==> src/rtl/uart_tx_arbiter_pkg.sv <==
// Shared types and constants for the UART TX round-robin arbiter.
// Holds the arbiter state encoding, the burst tag nibble and the source-count limit.
package uart_arb_pkg;

   // IDLE searches for work, HDR sends the tag byte, RD/CAP/SEND move one data byte.
   typedef enum logic [2:0] {
      IDLE,
      HDR,
      RD,
      CAP,
      SEND
   } arb_state_t;

   localparam logic [3:0] HDR_TAG = 4'hA;
   localparam int         MAX_SRC = 8;
   localparam int         IDX_W   = $clog2(MAX_SRC);

endpackage

==> src/rtl/uart_tx_arbiter_if.sv <==
// Valid/ready byte link between the arbiter and the UART TX core.
// The arbiter is the master: it presents a byte and holds it until the UART takes it.
interface uart_tx_arbiter_if;

   logic [7:0] uart_data;
   logic       uart_valid;
   logic       uart_ready;

   modport master (output uart_data, output uart_valid, input  uart_ready);
   modport slave  (input  uart_data, input  uart_valid, output uart_ready);

endinterface

==> src/rtl/uart_tx_arbiter_rr_picker.sv <==
// Combinational round-robin picker: finds the first eligible index after 'last'.
// The most recently served index is checked last, so it has the lowest priority.
module rr_picker
   import uart_arb_pkg::*;
#(
   parameter int N_SRC = 2
) (
   input  logic [N_SRC-1:0] eligible,
   input  logic [IDX_W-1:0] last,
   output logic             found,
   output logic [IDX_W-1:0] nextIdx
);

   // Walk the candidates in order last+1, last+2, ... wrapping at N_SRC and stop at
   // the first eligible one. Both loops have constant bounds so this unrolls into
   // a small priority mux rather than any sequential search.
   always_comb begin
      found   = 1'b0;
      nextIdx = '0;
      for (int k = 1; k <= N_SRC; k++) begin
         for (int i = 0; i < N_SRC; i++) begin
            if (!found && eligible[i] && (i == ((int'(last) + k) % N_SRC))) begin
               found   = 1'b1;
               nextIdx = IDX_W'(i);
            end
         end
      end
   end

endmodule

==> src/rtl/uart_tx_arbiter.sv <==
// Round-robin arbiter draining up to BURST_LEN bytes per grant from source FIFOs into one UART TX.
// Define UART_ARB_HEADER_EN to prefix every burst with the tag byte {4'hA, 1'b0, grant_id}.
module uart_tx_arbiter
   import uart_arb_pkg::*;
#(
   parameter int N_SRC     = 2,
   parameter int BURST_LEN = 16
) (
   input  logic               clk,
   input  logic               rst,
   input  logic [N_SRC*8-1:0] src_dout,
   input  logic [N_SRC-1:0]   src_empty,
   input  logic [N_SRC-1:0]   src_enable,
   output logic [N_SRC-1:0]   src_rd_en,
   uart_tx_arbiter_if.master  uart,
   output logic               busy,
   output logic [IDX_W-1:0]   grant_id
);

   arb_state_t       state;
   logic [IDX_W-1:0] grant;
   logic [IDX_W-1:0] last;
   logic [7:0]       count;
   logic [7:0]       dataReg;
   logic             validReg;
   logic [N_SRC-1:0] rdEnReg;

   logic [N_SRC-1:0] eligible;
   logic             pickFound;
   logic [IDX_W-1:0] pickIdx;
   logic [7:0]       grantByte;
   logic             grantEmpty;

   function automatic logic [N_SRC-1:0] oneHot(input logic [IDX_W-1:0] idx);
      oneHot = '0;
      for (int i = 0; i < N_SRC; i++) begin
         if (idx == IDX_W'(i)) oneHot[i] = 1'b1;
      end
   endfunction

   assign eligible = src_enable & ~src_empty;

   rr_picker #(
      .N_SRC (N_SRC)
   ) picker (
      .eligible (eligible),
      .last     (last),
      .found    (pickFound),
      .nextIdx  (pickIdx)
   );

   // Select the granted source's read data and empty flag. Constant-index loops keep
   // the mux free of out-of-range selects when N_SRC is not a power of two.
   always_comb begin
      grantByte  = '0;
      grantEmpty = 1'b0;
      for (int i = 0; i < N_SRC; i++) begin
         if (grant == IDX_W'(i)) begin
            grantByte  = src_dout[8*i +: 8];
            grantEmpty = src_empty[i];
         end
      end
   end

   // Main arbiter FSM. The read strobe and valid flag are registered alongside the
   // state transition that enters RD or HDR/SEND, so they are pure functions of the
   // state register and never see a combinational path from any input. The burst
   // count is only compared at a SEND transfer, and an early-empty source ends the
   // burst there too, so RD is only ever entered for a FIFO known to hold data.
   always_ff @(posedge clk) begin
      if (rst) begin
         state    <= IDLE;
         grant    <= '0;
         last     <= IDX_W'(N_SRC - 1);
         count    <= '0;
         dataReg  <= '0;
         validReg <= 1'b0;
         rdEnReg  <= '0;
      end else begin
         rdEnReg <= '0;
         unique case (state)
            IDLE: begin
               if (pickFound) begin
                  grant <= pickIdx;
                  count <= '0;
`ifdef UART_ARB_HEADER_EN
                  state    <= HDR;
                  dataReg  <= {HDR_TAG, 1'b0, pickIdx};
                  validReg <= 1'b1;
`else
                  state   <= RD;
                  rdEnReg <= oneHot(pickIdx);
`endif
               end
            end
`ifdef UART_ARB_HEADER_EN
            HDR: begin
               if (uart.uart_ready) begin
                  state    <= RD;
                  validReg <= 1'b0;
                  rdEnReg  <= oneHot(grant);
               end
            end
`endif
            RD: begin
               state <= CAP;
            end
            CAP: begin
               state    <= SEND;
               dataReg  <= grantByte;
               validReg <= 1'b1;
            end
            SEND: begin
               if (uart.uart_ready) begin
                  validReg <= 1'b0;
                  count    <= count + 8'd1;
                  if ((count + 8'd1) == 8'(BURST_LEN) || grantEmpty) begin
                     state <= IDLE;
                     last  <= grant;
                  end else begin
                     state   <= RD;
                     rdEnReg <= oneHot(grant);
                  end
               end
            end
            default: begin
               state    <= IDLE;
               validReg <= 1'b0;
            end
         endcase
      end
   end

   assign src_rd_en       = rdEnReg;
   assign uart.uart_data  = dataReg;
   assign uart.uart_valid = validReg;
   assign busy            = (state != IDLE);
   assign grant_id        = grant;

endmodule

==> src/flat_wrapper.sv <==
// flat-port wrapper written by rule: the top's interface ports become plain ports
module uart_tx_arbiter_flat import uart_arb_pkg::*;
#(
   parameter int N_SRC     = 2,
   parameter int BURST_LEN = 16
)
  (clk, rst, src_dout, src_empty, src_enable, src_rd_en, busy, grant_id, uart_uart_data, uart_uart_valid, uart_uart_ready);
  uart_tx_arbiter_if uart_i ();
  input  logic clk;
  input  logic rst;
  input  logic [N_SRC*8-1:0] src_dout;
  input  logic [N_SRC-1:0] src_empty;
  input  logic [N_SRC-1:0] src_enable;
  output logic [N_SRC-1:0] src_rd_en;
  output logic busy;
  output logic [IDX_W-1:0] grant_id;
  output wire logic [$bits(uart_i.uart_data)-1:0] uart_uart_data;
  output wire logic [$bits(uart_i.uart_valid)-1:0] uart_uart_valid;
  input wire logic [$bits(uart_i.uart_ready)-1:0] uart_uart_ready;
  assign uart_uart_data = uart_i.uart_data;
  assign uart_uart_valid = uart_i.uart_valid;
  assign uart_i.uart_ready = uart_uart_ready;
  uart_tx_arbiter #(.N_SRC(N_SRC), .BURST_LEN(BURST_LEN)) u_core (.clk(clk), .rst(rst), .src_dout(src_dout), .src_empty(src_empty), .src_enable(src_enable), .src_rd_en(src_rd_en), .uart(uart_i), .busy(busy), .grant_id(grant_id));
endmodule
==> config.mk <==
export PLATFORM = sky130hd
export DESIGN_NAME = uart_tx_arbiter_flat
export DESIGN_NICKNAME = d
export VERILOG_FILES = /design/src/rtl/uart_tx_arbiter_pkg.sv /design/src/rtl/uart_tx_arbiter_if.sv /design/src/rtl/uart_tx_arbiter_rr_picker.sv /design/src/rtl/uart_tx_arbiter.sv /design/src/flat_wrapper.sv
export SDC_FILE = /design/constraint.sdc
export NUM_CORES = 1
export LEC_CHECK = 0
export BUFFER_PORTS_ARGS = -buffer_cell sky130_fd_sc_hd__buf_2
export CAP_MARGIN = 20
export CORE_MARGIN = 2
export CORE_UTILIZATION = 40
export CTS_BUF_LIST = sky130_fd_sc_hd__clkbuf_8 sky130_fd_sc_hd__clkbuf_16
export CTS_CLUSTER_DIAMETER = 30
export DETAILED_ROUTE_END_ITERATION = 6
export SLEW_MARGIN = 15
export SYNTH_ARGS = -nofsm -noshare
export SYNTH_HDL_FRONTEND = slang
export SYNTH_HIERARCHICAL = 1
export SYNTH_SLANG_ARGS = --single-unit
==> constraint.sdc <==
create_clock -name clk -period 2.83 [get_ports clk]
set_input_delay 0.283 -clock clk [delete_from_list [all_inputs] [get_ports clk]]
set_output_delay 0.283 -clock clk [all_outputs]
set_load 0.02 [all_outputs]
=== Yosys cells after proc, flatten, opt, wreduce, memory -nomap -nowiden ===
Cells that the tools add are included.
Widths: inputs -> output; s select.

* Bits in registers: 26
* Input bits: 23
* Logic and storage cells: 77

* $add $sub $neg: 3
* Equality and inequality tests: 10
* Multiplexer cells: 28
* Bitwise logic cells: 5
* Reductions and logical operators: 24

{| class="wikitable"
|+ Operator list
! operator !! number
|-
| $logic_not 32->1 || 2
|-
| $mux 8 || 4
|-
| $pmux 8 s2 || 1
|-
| $mux 1 || 12
|-
| $mux 3 || 4
|-
| $pmux 3 s4 || 1
|-
| $logic_not 3->1 || 3
|-
| $add 8x1->8 const B || 1
|-
| $eq 8x5->1 const B || 1
|-
| $mux 2 || 4
|-
| $logic_and 1x1->1 || 7
|-
| $eq 3x1->1 const B || 2
|-
| $eq 3x2->1 const B || 2
|-
| $reduce_and 2->1 || 3
|-
| $reduce_and 3->1 || 2
|-
| $eq 2x2->1 const A || 2
|-
| $pmux 2 s2 || 1
|-
| $eq 3x3->1 const B || 1
|-
| $logic_not 1->1 || 3
|-
| $pmux 1 s3 || 1
|-
| $reduce_bool 3->1 || 1
|-
| $add 1x1->1 const B || 2
|-
| $and 1x1->1 const A || 2
|-
| $and 2x2->2 || 1
|-
| 7 further kinds || 7
|}

=== Depth between registers and ports, before layout ===
* Word-level depth: 21
* Mapped depth: 7
* Depth with buffers taken out: 7

=== Modules after synthesis ===
Netlist, hierarchy kept.

{| class="wikitable"
|+ Modules (own cells, without submodules)
! module !! times used !! cells each !! area an instance (um2)
|-
| uart_tx_arbiter || 1 || 150 || 1367.6
|-
| rr_picker || 1 || 5 || 32.5
|}

=== Worst setup path before layout ===
Ideal clock, no wire load.

* Kind: register to register
* Start: reg u_core.count[0]
* End: reg u_core.last[0]
* Library setup time: 0.072 ns
* Data arrival time: 1.576 ns
* Required time: 2.758 ns
* Setup slack: 1.182 ns
* Cell stages (with the launch flop): 8
* Clock period less this slack: 1.648 ns
* Path through: dfxtp_1 > ha_1 > nand3_1 > nor2_1 > xnor2_1 > nand4_2 > a21oi_2 > mux2i_1

* Longest elaborated chain between the ends: 4

{| class="wikitable"
|+ Ends and longest elaborated chain
! what !! line !! RTL
|-
| start, declared || uart_tx_arbiter.sv:23 || <nowiki>logic [7:0] count;</nowiki>
|-
| start signal, assigned || uart_tx_arbiter.sv:116 || <nowiki>count <= count + 8'd1;</nowiki>
|-
| $add 8x1->8 || uart_tx_arbiter.sv:117 || <nowiki>if ((count + 8'd1) == 8'(BURST_LEN) || grantEmpty) begin</nowiki>
|-
| $eq 8x5->1 || uart_tx_arbiter.sv:117 ||
|-
| $logic_or 1x1->1 || uart_tx_arbiter.sv:117 ||
|-
| $reduce_and 3->1 (no line) || -- ||
|-
| end signal, assigned || uart_tx_arbiter.sv:74 || <nowiki>last <= IDX_W'(N_SRC - 1);</nowiki>
|-
| end signal, assigned || uart_tx_arbiter.sv:119 || <nowiki>last <= grant;</nowiki>
|-
| end, declared || uart_tx_arbiter.sv:22 || <nowiki>logic [IDX_W-1:0] last;</nowiki>
|}

Every way passes these cells.
A chain may end at the register's enable or synchronous reset.

=== Worst setup path after layout ===
* Start: reg u_core.count[0]
* End: reg u_core.rdEnReg[0], in the netlist u_core/src_rd_en[0]

* Longest elaborated chain between the ends: 6

{| class="wikitable"
|+ Ends and longest elaborated chain
! what !! line !! RTL
|-
| $add 8x1->8 || uart_tx_arbiter.sv:117 ||
|-
| $eq 8x5->1 || uart_tx_arbiter.sv:117 ||
|-
| $logic_or 1x1->1 || uart_tx_arbiter.sv:117 ||
|-
| $mux 2 || uart_tx_arbiter.sv:117 ||
|-
| $mux 2 || uart_tx_arbiter.sv:114 || <nowiki>if (uart.uart_ready) begin</nowiki>
|-
| $pmux 2 s2 || uart_tx_arbiter.sv:81 || <nowiki>unique case (state)</nowiki>
|-
| end signal, assigned || uart_tx_arbiter.sv:92 || <nowiki>rdEnReg <= oneHot(pickIdx);</nowiki>
|-
| end signal, assigned || uart_tx_arbiter.sv:122 || <nowiki>rdEnReg <= oneHot(grant);</nowiki>
|-
| end, declared || uart_tx_arbiter.sv:26 || <nowiki>logic [N_SRC-1:0] rdEnReg;</nowiki>
|}

Every way passes these cells.

==> results.cfg <==
[outcome]
run_status = finished clean

[sta]
hold_violations = 0
skew_ns = 0.000964
relSlewSlack = 0.479
final_period_util = 0.646
setup_repair_after_global_routing_missed_its_margin = no
worstMarginPinSlew_ns = 0.778
hold_slack_ns = 0.335
setup_total_negative_slack_ns = 0
finalMaxSlewViolations = 0
max_freq_mhz = 547
setup_viol = 0
layout_min_cycle_time_ns = 1.83

[clocking]
cts.repair_timing.setup_buffer_count = 0
cts_inserted_buffers = 3
clk_pin_slew_ns = 0.09
resized_cells_post_cts = 0
clock-sinks = 26
clk_root_buffer_cell = clkbuf_8
post_cts_hold_buffer_count = 0
cts_htree_levels = 1
clk_latency_ns = 0.27
cts.path.max_buffers = 2
tritoncts = built

[logic_synthesis]
synth_warnings = 6
syn-mean-instance-area_sq_um = 8.95
mappedNetlistArea_sq_um = 1320
netlist_instances = 147

[critical_path]
crit_type = reg2reg
crit_path_end_kind = register
worst_ep_required_time_ns = 3.01
critical_path_buf_inv_count = 0
worstSetupStartpointType = register
worst_ep_arrival_time_ns = 2.00
worst_path_largest_cell_delay_ns = 0.44
crit_fanout = 7
slowest_stage = dfxtp_1
category_of_cells_accounting_for_the_largest_share_of_critical_path_delay = simple AND/OR/NAND/NOR gates
critical_path.cell_chain = ha_1 -> nand3_1 -> nor2_1 -> xnor2_1 -> nand4_2 -> nand4_1 -> a2111oi_2

[placement]
post-place-cells = 223
gp_congestion = 0.878
placed_area_sq_um = 1530
place.detailed.hpwl_um = 2150
port-buffer-count = 37

[power_and_ir_drop]
power-per-cell-area_nw_per_um2 = 513
power.ir.vdd_worst_uv = 315
p_leak_uw = 0.000631

[route]
dr_total_vias = 1213
drc_errors = 0
routed_wire_length_per_instance_um = 12.9
routed_via_density = 5.34
totalWireLength_um = 2920
drt-initial-drc-count = 63
first_pass_iters = 4
route.antenna.remaining_nets = 0

[final_layout]
antenna_cells = 0
proportion_of_layout_cells_with_a_drive_suffix_above_1 = 0.317
finalNetCount = 208
final_cell_area_sq_um = 1600
area_delta_synth_final_pct = 21.5
finish.cell_count_without_fillers = 227

[floorplan]
core-area_sq_um = 3080
die-area_sq_um = 3760
floorplan_die_width_um = 61.3
row_count = 20
die-height_um = 61.3
boundaryPins = 38
initial_core_util = 0.427

[run]
max_cap_viol_count = 0

[global_route]
gr-usage-all-layers = 0.169
grt_antenna_before_repair = 0
grt_max_degree = 28
overflow = 0
vias_in_the_first_global_route = 1050
grt_pass1_wl_um = 4690

[worst_hold_path]
min_path_type = in2reg
[final timing paths]
kind | cells past startpoint | slack (ns) | from | end
worst min register to register | 2 | 0.50 | u_core/uart.uart_data[1] | u_core/uart.uart_data[1]
worst max-delay path | 7 | 1.00 | u_core/count[0] | u_core/src_rd_en[0]
worst min-delay path | 4 | 0.34 | uart_uart_ready | u_core/state[2]
worst max register to register | 7 | 1.00 | u_core/count[0] | u_core/src_rd_en[0]
[per-layer routing]
metal,share of wire,routed length (um),global-route usage,vias up
met5,0,0,0,-
met3,0.029,84,0.0315,2
li1,-,-,-,613
met2,0.50,1460,0.267,20
met1,0.46,1340,0.218,578
met4,0.0099,29,0.0942,0
[placed cells by master, fill, tap and decap left out, types with 2 or more instances in the layout]
cell	count
a2111oi_2	2
a211oi_1	8
a21oi_1	9
a22oi_1	9
and3_1	3
buf_2	37
clkbuf_8	3
conb_1	2
dfxtp_1	26
mux2i_1	4
nand2_1	5
nand3_1	2
nand3_2	2
nand3b_1	4
nand4_1	3
nor2_1	27
nor2_2	2
nor2b_1	2
o21ai_0	5
or3_1	3
xnor2_1	2
[registers in the layout (all words and copies together), names as in the netlist]
signal and cells:
u_core/grant_id 3, u_core/last 1, u_core/uart.uart_data 8, u_core/count 8
u_core/src_rd_en 2, u_core/state 3, u_core/uart.uart_valid 1
[power by group]
group,leakage [uW],switching [uW],internal (uW)
Sequential,0.000211,14.7,376
Clock,0.0000357,120,189
Combinational,0.000384,70.3,48.7
Total,0.000631,206,614
[worst min-delay path: cells and delay by family]
family                 cells  cell delay, ns
AND/OR/NAND/NOR            3            0.17
buffers and inverters      1            0.12
[stage by stage]
step                setup WS, ns   util  power (uW)
CTS                         1.00  0.519         833
global placement            1.02  0.496         519
finish                      1.00  0.519         820
global route               0.852  0.519         859
floorplan                   1.20      -         481
detailed placement          1.03  0.496         519
[cell type report]
class / count / area [sq um]
sequential: 26 / 520
clock buffer: 3 / 41.3
timing repair buffer: 38 / 193
clock inverter: 1 / 30.0
fill: 295 / 1480
tap: 44 / 55.1
inverter: 1 / 3.75
multi-input combinational: 114 / 754
No activity file was read; power rests on OpenSTA's default activity.
